File: src/rtl/simplez_pkg.sv
// Shared constants, reply codes and loader state encoding for the Simplez core
// and its serial program loader.
package simplez_pkg;

    localparam int          SIMPLEZ_AW      = 9;
    localparam int          SIMPLEZ_DW      = 12;
    localparam logic [8:0]  SIMPLEZ_RAM_TOP = 9'h1F7;

    localparam logic [7:0]  LOADER_ACK      = 8'h4B;
    localparam logic [7:0]  LOADER_NAK      = 8'h45;

    typedef enum logic [2:0] {
        LD_IDLE,
        LD_CNT_HI,
        LD_CNT_LO,
        LD_DAT_HI,
        LD_DAT_LO,
        LD_WRITE,
        LD_CHK,
        LD_REPLY
    } loader_state_t;

endpackage

File: src/rtl/loader_word_asm.sv
// Joins a HI/LO byte pair into one RAM word with a one-cycle word_valid strobe.
// With SIMPLEZ_LOADER_CHKSUM_EN defined it also keeps the mod-256 byte sum.
module loader_word_asm
    import simplez_pkg::*;
#(
    parameter int DW = SIMPLEZ_DW
) (
    input  logic          clk,
    input  logic          rstn,
    input  logic          i_hi_we,
    input  logic          i_lo_we,
    input  logic [7:0]    i_data,
    output logic [DW-1:0] o_word,
    output logic          o_word_valid
`ifdef SIMPLEZ_LOADER_CHKSUM_EN
    ,
    input  logic          i_clr,
    output logic [7:0]    o_sum
`endif
);

    logic [DW-9:0] r_hi;
    logic [DW-1:0] r_word;
    logic          r_valid;

    always_ff @(posedge clk) begin
        if (!rstn) begin
            r_hi    <= '0;
            r_word  <= '0;
            r_valid <= 1'b0;
        end else begin
            r_valid <= i_lo_we;
            if (i_hi_we)
                r_hi <= i_data[DW-9:0];
            if (i_lo_we)
                r_word <= {r_hi, i_data};
        end
    end

    assign o_word       = r_word;
    assign o_word_valid = r_valid;

`ifdef SIMPLEZ_LOADER_CHKSUM_EN
    logic [7:0] r_sum;

    // The full HI byte counts, including the nibble dropped from the word.
    always_ff @(posedge clk) begin
        if (!rstn || i_clr)
            r_sum <= '0;
        else if (i_hi_we || i_lo_we)
            r_sum <= r_sum + i_data;
    end

    assign o_sum = r_sum;
`endif

endmodule

File: src/rtl/simplez_loader.sv
// Serial program loader: parses SYNC/count/words[/checksum] frames, writes the
// Simplez RAM and replies K/E. Checksum byte enabled by SIMPLEZ_LOADER_CHKSUM_EN.
module simplez_loader
    import simplez_pkg::*;
#(
    parameter int         AW        = SIMPLEZ_AW,
    parameter int         DW        = SIMPLEZ_DW,
    parameter logic [7:0] SYNC      = 8'h53,
    parameter int         MAX_WORDS = int'(SIMPLEZ_RAM_TOP) + 1,
    parameter logic       BOOT_RUN  = 1'b1
) (
    input  logic          clk,
    input  logic          rstn,
    input  logic [7:0]    rx_data,
    input  logic          rx_rcv,
    input  logic          tx_ready,
    output logic          tx_start,
    output logic [7:0]    tx_data,
    output logic          ram_cs,
    output logic          ram_rw,
    output logic [AW-1:0] ram_addr,
    output logic [DW-1:0] ram_din,
    output logic          cpu_rstn,
    output logic          busy,
    output logic          err
);

    localparam logic [9:0] LP_MAX = 10'(MAX_WORDS);

    loader_state_t r_state;
    logic          r_cnt_hi;
    logic [8:0]    r_count;
    logic [8:0]    r_index;
    logic          r_ack;
    logic          r_tx_start;
    logic [7:0]    r_tx_data;
    logic          r_cpu_rstn;
    logic          r_err;

    logic          w_hi_we;
    logic          w_lo_we;
    logic [8:0]    w_n;
    logic          w_bad_cnt;
    logic          w_last;
    logic [DW-1:0] w_word;
    logic          w_word_valid;

    assign w_hi_we   = rx_rcv && (r_state == LD_DAT_HI);
    assign w_lo_we   = rx_rcv && (r_state == LD_DAT_LO);
    assign w_n       = {r_cnt_hi, rx_data};
    assign w_bad_cnt = (w_n == 9'd0) || ({1'b0, w_n} > LP_MAX);
    assign w_last    = (r_index == r_count - 9'd1);

`ifdef SIMPLEZ_LOADER_CHKSUM_EN
    logic       w_clr;
    logic [7:0] w_sum;

    assign w_clr = rx_rcv && (r_state == LD_IDLE) && (rx_data == SYNC);
`endif

    loader_word_asm #(
        .DW           (DW)
    ) u_word_asm (
        .clk          (clk),
        .rstn         (rstn),
        .i_hi_we      (w_hi_we),
        .i_lo_we      (w_lo_we),
        .i_data       (rx_data),
        .o_word       (w_word),
        .o_word_valid (w_word_valid)
`ifdef SIMPLEZ_LOADER_CHKSUM_EN
        ,
        .i_clr        (w_clr),
        .o_sum        (w_sum)
`endif
    );

    always_ff @(posedge clk) begin
        if (!rstn) begin
            r_state    <= LD_IDLE;
            r_cnt_hi   <= 1'b0;
            r_count    <= '0;
            r_index    <= '0;
            r_ack      <= 1'b0;
            r_tx_start <= 1'b0;
            r_tx_data  <= '0;
            r_cpu_rstn <= BOOT_RUN;
            r_err      <= 1'b0;
        end else begin
            r_tx_start <= 1'b0;
            case (r_state)
                LD_IDLE: begin
                    if (rx_rcv && rx_data == SYNC) begin
                        r_state    <= LD_CNT_HI;
                        r_cpu_rstn <= 1'b0;
                        r_err      <= 1'b0;
                        r_index    <= '0;
                    end
                end
                LD_CNT_HI: begin
                    if (rx_rcv) begin
                        r_cnt_hi <= rx_data[0];
                        r_state  <= LD_CNT_LO;
                    end
                end
                LD_CNT_LO: begin
                    if (rx_rcv) begin
                        r_count <= w_n;
                        if (w_bad_cnt) begin
                            r_state   <= LD_REPLY;
                            r_tx_data <= LOADER_NAK;
                            r_ack     <= 1'b0;
                            r_err     <= 1'b1;
                        end else begin
                            r_state <= LD_DAT_HI;
                        end
                    end
                end
                LD_DAT_HI: begin
                    if (rx_rcv)
                        r_state <= LD_DAT_LO;
                end
                LD_DAT_LO: begin
                    if (rx_rcv)
                        r_state <= LD_WRITE;
                end
                LD_WRITE: begin
                    r_index <= r_index + 9'd1;
                    if (!w_last) begin
                        r_state <= LD_DAT_HI;
                    end else begin
`ifdef SIMPLEZ_LOADER_CHKSUM_EN
                        r_state <= LD_CHK;
`else
                        r_state   <= LD_REPLY;
                        r_tx_data <= LOADER_ACK;
                        r_ack     <= 1'b1;
`endif
                    end
                end
                LD_CHK: begin
`ifdef SIMPLEZ_LOADER_CHKSUM_EN
                    if (rx_rcv) begin
                        r_state <= LD_REPLY;
                        if (rx_data == w_sum) begin
                            r_tx_data <= LOADER_ACK;
                            r_ack     <= 1'b1;
                        end else begin
                            r_tx_data <= LOADER_NAK;
                            r_ack     <= 1'b0;
                            r_err     <= 1'b1;
                        end
                    end
`else
                    r_state <= LD_IDLE;
`endif
                end
                LD_REPLY: begin
                    // Release the CPU together with the ACK strobe.
                    if (tx_ready) begin
                        r_tx_start <= 1'b1;
                        if (r_ack)
                            r_cpu_rstn <= 1'b1;
                        r_state <= LD_IDLE;
                    end
                end
                default: r_state <= LD_IDLE;
            endcase
        end
    end

    assign tx_start = r_tx_start;
    assign tx_data  = r_tx_data;
    assign cpu_rstn = r_cpu_rstn;
    assign err      = r_err;
    assign busy     = (r_state != LD_IDLE);
    assign ram_cs   = w_word_valid;
    assign ram_rw   = ~w_word_valid;
    assign ram_addr = AW'(r_index);
    assign ram_din  = w_word;

endmodule

File: config.mk
export PLATFORM = sky130hd
export DESIGN_NAME = simplez_loader
export DESIGN_NICKNAME = d
export VERILOG_FILES = /design/src/rtl/simplez_pkg.sv /design/src/rtl/loader_word_asm.sv /design/src/rtl/simplez_loader.sv
export SDC_FILE = /design/constraint.sdc
export NUM_CORES = 1
export LEC_CHECK = 0
export CAP_MARGIN = 20
export CORE_MARGIN = 1.5
export CORE_UTILIZATION = 35
export DETAILED_ROUTE_END_ITERATION = 8
export PLACE_DENSITY = 0.55
export SLEW_MARGIN = 0
export SYNTH_ARGS = -nofsm -noshare
export SYNTH_HDL_FRONTEND = slang
export SYNTH_SLANG_ARGS = --single-unit
File: constraint.sdc
create_clock -name clk -period 2.31 [get_ports clk]
set_input_delay 0.693 -clock clk [delete_from_list [all_inputs] [get_ports clk]]
set_output_delay 0.693 -clock clk [all_outputs]
set_load 0.02 [all_outputs]
==> impl_metrics.yaml, run 1 <==
clock_network:
  htreeDepth: 2
  clk_pin_slew_ns: 0.08
  cts_tree: "yes"
  cts_inserted_buffers: 5
  cts_hold_buf: 0
  cts.path.max_buffers: 2
  cts.sinks: 45
  cts_root_buf: "clkbuf_8"
  ctsResizeCount: 0
  worstSkewPairLatency_ns: 0.30
  cts_setup_buffers: 0
floorplanning:
  die_h_um: 83.2
  rows: 29
  start_util_pct: 35.9
  die_width_um: 83.2
  pin_count: 47
  core-area_mm2: 0.00628
  dieArea_mm2: 0.00692
synthesis:
  syn_inst: 285
  synthesis.area_mm2: 0.00225
  synth_largest_area_cell: "dfxtp_1"
  synth_area_leaders: "dfxtp_1 (40%), nand2_1 (9.2%), a21oi_1 (7.8%)"
  synth.avg_cell_area_um2: 7.90
  async_reset_ff_share_pct: 0
  synth_top_area_share_pct: 40.0
  synth-edff-count: 0
  ys_warn_count: 0
  synth_most_common_cell: "nand2_1"
  synthTopCellsByCount: "nand2_1 (55), dfxtp_1 (45), a21oi_1 (35)"
  synth_seq_cells: 45
  ys_types: 51
  ys_seq_area_share_pct: 40.0
  synth-main-ff-cell: "dfxtp_1"
routing:
  drt_iter0_drc: 86
  avgViaCountPerCell: 5.21
  wl_per_cell_um: 13.7
  wl_mm: 5.76
  vias: 2192
  first_pass_iters: 4
  drc_errors: 0
  antenna_left: 0
worst_setup_path:
  cp-start-kind: "flip-flop"
  worstPathRequired_ns: 1.62
  slowest_stage: "clkdlybuf4s50_1"
  critPathMaxFanout: 11
  slowest_delay_ns: 0.68
  crit_buf_inv: 1
  critPathCaptureType: "output port"
  path_class: "reg2out"
  critical_path.cell_chain: "clkdlybuf4s50_1"
  cp_data_arrival_time_ns: 1.56
  crit_family: "buffers and inverters"
hold_path:
  hold_path.class: "reg2reg"
timing:
  slew_violations: 0
  max_freq_ghz: 0.444
  post-route-period-util_pct: 97.4
  holdWs_ns: 0.455
  tns_ns: 0
  fin_crit_ns: 2.25
  setup_viol: 0
  rsz0062_at_grt: "yes"
  finalHoldViolCount: 0
  finClkSkew_ns: 0.00735
outcome:
  status: "completed"
power:
  leakagePower_nw: 1.08
  p_per_area_mw_per_mm2: 449
  ir_drop_mv: 0.243
  p_total_w: 0.00133
global_routing:
  grt_antenna_before_repair: 0
  grt_pass1_vias: 2004
  grt_max_degree: 37
  track_usage_pct: 16.9
  grt_pass1_wl_mm: 9.67
  grt-ovfl-total: 0
placement:
  io_buffers: 43
  dp_hpwl_mm: 4.37
  gp_congestion: 0.808
finish:
  nFillCells: 638
  drive_above_1_share_pct: 12.5
  fin_nets: 357
  syn_to_final_growth_pct: 31.5
  antennaDiodeCount: 0
flow_run:
  drv_cap: 0
==> where the power goes <==
group / switching (W) / internal (W)
clock: 0.000265 / 0.000214
sequential: 0.000000203 / 0.000775
combinational: 0.0000386 / 0.0000344
total: 0.000304 / 0.00102
==> flip-flops by register name, summed over array words and instances (netlist names) <==
| name | cells |
|---|---|
| r_count | 9 |
| tx_start | 1 |
| tx_data | 3 |
| r_cnt_hi | 1 |
| cpu_rstn | 1 |
| ram_addr | 9 |
| r_state | 3 |
| u_word_asm.o_word | 12 |
| u_word_asm.o_word_valid | 1 |
| u_word_asm.r_hi | 4 |
| err | 1 |
==> stage by stage <==
stage	util (%)	instance area [um^2]	instances	worst slack [ns]
3_5_place_dp	45.8	2880	413	-0.143
3_3_place_gp	45.8	2880	413	-0.149
6_report	47.1	2960	421	0.0596
2_1_floorplan	-	2260	287	0.281
5_1_grt	47.1	2960	421	-0.0223
4_1_cts	47.1	2960	421	0.0375
==> area by class of cell <==
cell class,instances,area [um^2],area share [%]
Clock buffer,7,76.3,2.58
Clock inverter,1,7.51,0.254
Inverter,9,33.8,1.14
Multi-Input combinational cell,213,1220,41.2
Timing Repair Buffer,69,626,21.1
Tap cell,77,96.3,3.26
Sequential cell,45,901,30.4
==> final timing paths <==
kind | from | cells past startpoint | endpoint | slack (ns)
hold / removal | u_word_asm.o_word[11] | 2 | u_word_asm.o_word[11] | 0.45
hold reg to reg | u_word_asm.o_word[11] | 2 | u_word_asm.o_word[11] | 0.45
setup / recovery | ram_addr[3] | 1 | ram_addr[3] | 0.06
setup reg to reg | r_count[1] | 6 | tx_data[2] | 0.15
==> layout by cell type (no fill, tap or decap), types with 2 or more instances in the layout <==
| cell type | n |
|---|---|
| a31oi_1 | 5 |
| nand2_1 | 55 |
| and2_1 | 2 |
| a21oi_1 | 35 |
| or2_2 | 2 |
| nand4_1 | 3 |
| buf_4 | 26 |
| clkbuf_8 | 5 |
| clkdlybuf4s50_1 | 43 |
| nor3_1 | 4 |
| nor2b_1 | 2 |
| conb_1 | 3 |
| nand3_1 | 12 |
| or3_1 | 3 |
| inv_1 | 8 |
| nor4_1 | 3 |
| clkbuf_1 | 2 |
| ha_1 | 2 |
| dfxtp_1 | 45 |
| nand3b_1 | 5 |
| mux2i_1 | 4 |
| o21ai_0 | 11 |
| xnor2_1 | 9 |
| o211a_1 | 2 |
| nor2_1 | 20 |
| or4_4 | 2 |
| xor2_1 | 2 |
| and3_1 | 2 |
| o21ai_1 | 4 |
==> metal layers <==
layer / track usage [%] / up-vias / share of wire, %
met5: 0 / - / 0
met4: 4.85 / 0 / 1.6
met3: 4.17 / 8 / 5.3
met2: 27.1 / 67 / 46
met1: 22.6 / 1013 / 47
li1: - / 1104 / -
==> logic make-up (layout without fill, tap and decap cells) <==
kind of cell / count (synthesis) / in the layout / share of synthesized area (%)
mux: 4 / 4 / 1.78
flops: 45 / 45 / 40.0
simple gates: 123 / 123 / 26.2
buf+inv: 29 / 86 / 6.17
compound gates: 70 / 70 / 20.2
fa+ha+maj: 2 / 2 / 1.11
xor+xnor: 11 / 11 / 4.28
other cells: 1 / 3 / 0.167
(Power assumes the default switching activity.)
==> run 2: changes to the inputs <==
- CTS_BUF_LIST: not set -> sky130_fd_sc_hd__clkbuf_8
==> impl_metrics.yaml, run 2 (synthesis gave the netlist of run 1 again) <==
outcome:
  status: "completed"
timing:
  max_freq_ghz: 0.444
  finalHoldViolCount: 0
  finClkSkew_ns: 0.00777
  rsz0062_at_grt: "yes"
  fin_crit_ns: 2.25
  slew_violations: 0
  post-route-period-util_pct: 97.6
  setup_viol: 0
finish:
  final_util_pct: 47.1
  antennaDiodeCount: 0
  nFillCells: 638
  largest_register_ffs: 12
  syn_to_final_growth_pct: 31.5
  final_common_cell: "nand2_1"
  instances_no_fill: 421
  ff_latch_area_um2: 901
  fin_nets: 357
  drive_above_1_share_pct: 12.5
  final_cell_mix: "nand2_1 (55), dfxtp_1 (45), clkdlybuf4s50_1 (43)"
  multi_input_area_mm2: 0.00122
global_routing:
  grt_pass1_vias: 2004
  grt_max_degree: 37
  track_usage_pct: 16.9
  grt-ovfl-total: 0
  grt_pass1_wl_mm: 9.67
  grt_antenna_before_repair: 0
hold_path:
  hold_path.class: "reg2reg"
worst_setup_path:
  critical_path.cell_chain: "clkdlybuf4s50_1"
  slowest_stage: "clkdlybuf4s50_1"
  critPathMaxFanout: 11
  crit_buf_inv: 1
  worstPathRequired_ns: 1.62
  slowest_delay_ns: 0.68
  path_class: "reg2out"
  critPathCaptureType: "output port"
  cp_data_arrival_time_ns: 1.56
  crit_family: "buffers and inverters"
  cp-start-kind: "flip-flop"
power:
  ir_drop_mv: 0.243
  p_total_w: 0.00132
  leakagePower_nw: 1.09
  p_per_area_mw_per_mm2: 446
clock_network:
  cts.path.max_buffers: 2
  ctsResizeCount: 0
  cts_inserted_buffers: 5
  cts_tree: "yes"
  htreeDepth: 2
  worstSkewPairLatency_ns: 0.30
  clk_pin_slew_ns: 0.09
  cts_root_buf: "clkbuf_8"
  cts.sinks: 45
  cts_hold_buf: 0
routing:
  avgViaCountPerCell: 5.19
  wl_per_cell_um: 13.7
  antenna_left: 0
  vias: 2187
  wl_met1_mm: 2.70
  route.met3.wl_um: 300
  wl_met2_mm: 2.68
  drt_iter0_drc: 84
  wl_mm: 5.76
  first_pass_iters: 4
  drc_errors: 0
  top_layer: "met4"
placement:
  dp_cells: 413
  gp_congestion: 0.808
  io_buffers: 43
  dp_hpwl_mm: 4.37
floorplanning:
  pin_count: 47
  dieArea_mm2: 0.00692
  die_width_um: 83.2
  rows: 29
  core-area_mm2: 0.00628
  die_h_um: 83.2
  start_util_pct: 35.9
flow_run:
  drv_cap: 0
-- run 2: changes by cell type in the layout (fill, tap and decap cells not counted) --
cell / change
inv_1: +2
clkbuf_1: -2
-- run 2: power breakdown --
group	leakage (nW)	switching [W]	internal [W]
registers	0.362	0.000000203	0.000775
clock network	0.0467	0.000266	0.000206
logic	0.676	0.0000386	0.0000344
-- run 2: path summary, 6_finish.rpt --
kind	end	startpoint	cells after the start	slack, ns
worst max-delay path	ram_addr[3]	ram_addr[3]	1	0.06
worst min-delay path	u_word_asm.o_word[11]	u_word_asm.o_word[11]	2	0.45
worst max register to register	tx_data[2]	r_count[1]	6	0.15
worst min register to register	u_word_asm.o_word[11]	u_word_asm.o_word[11]	2	0.45
-- run 2: layout make-up --
type,instances,share of cell area (%)
Tap cell,77,3.26
Sequential cell,45,30.4
Clock inverter,3,0.507
Clock buffer,5,2.33
Inverter,9,1.14
Multi-Input combinational cell,213,41.2
Timing Repair Buffer,69,21.1
-- run 2: per-stage QoR --
stage | setup TNS (ns) | setup WS, ns | area (um^2) | hold slack [ns]
3_3_place_gp | -1.15 | -0.149 | 2880 | 0.446
4_1_cts | 0 | 0.0370 | 2960 | 0.461
6_report | 0 | 0.0561 | 2960 | 0.455
2_1_floorplan | 0 | 0.281 | 2260 | 0.432
3_5_place_dp | -0.618 | -0.143 | 2880 | 0.449
5_1_grt | -0.0398 | -0.0221 | 2960 | 0.484
-- run 2: layer usage --
metal | track usage [%] | up-vias
li1 | - | 1106
met1 | 22.6 | 1008
met2 | 27.1 | 67
met3 | 4.17 | 6
met4 | 4.85 | 0
met5 | 0 | -
-- run 2: repair_timing --
action | 4_1_cts | 5_1_grt
endpoints found under the hold margin | 0 | 0
buffers inserted | 0 | 0
endpoints found under the setup margin | 0 | 2
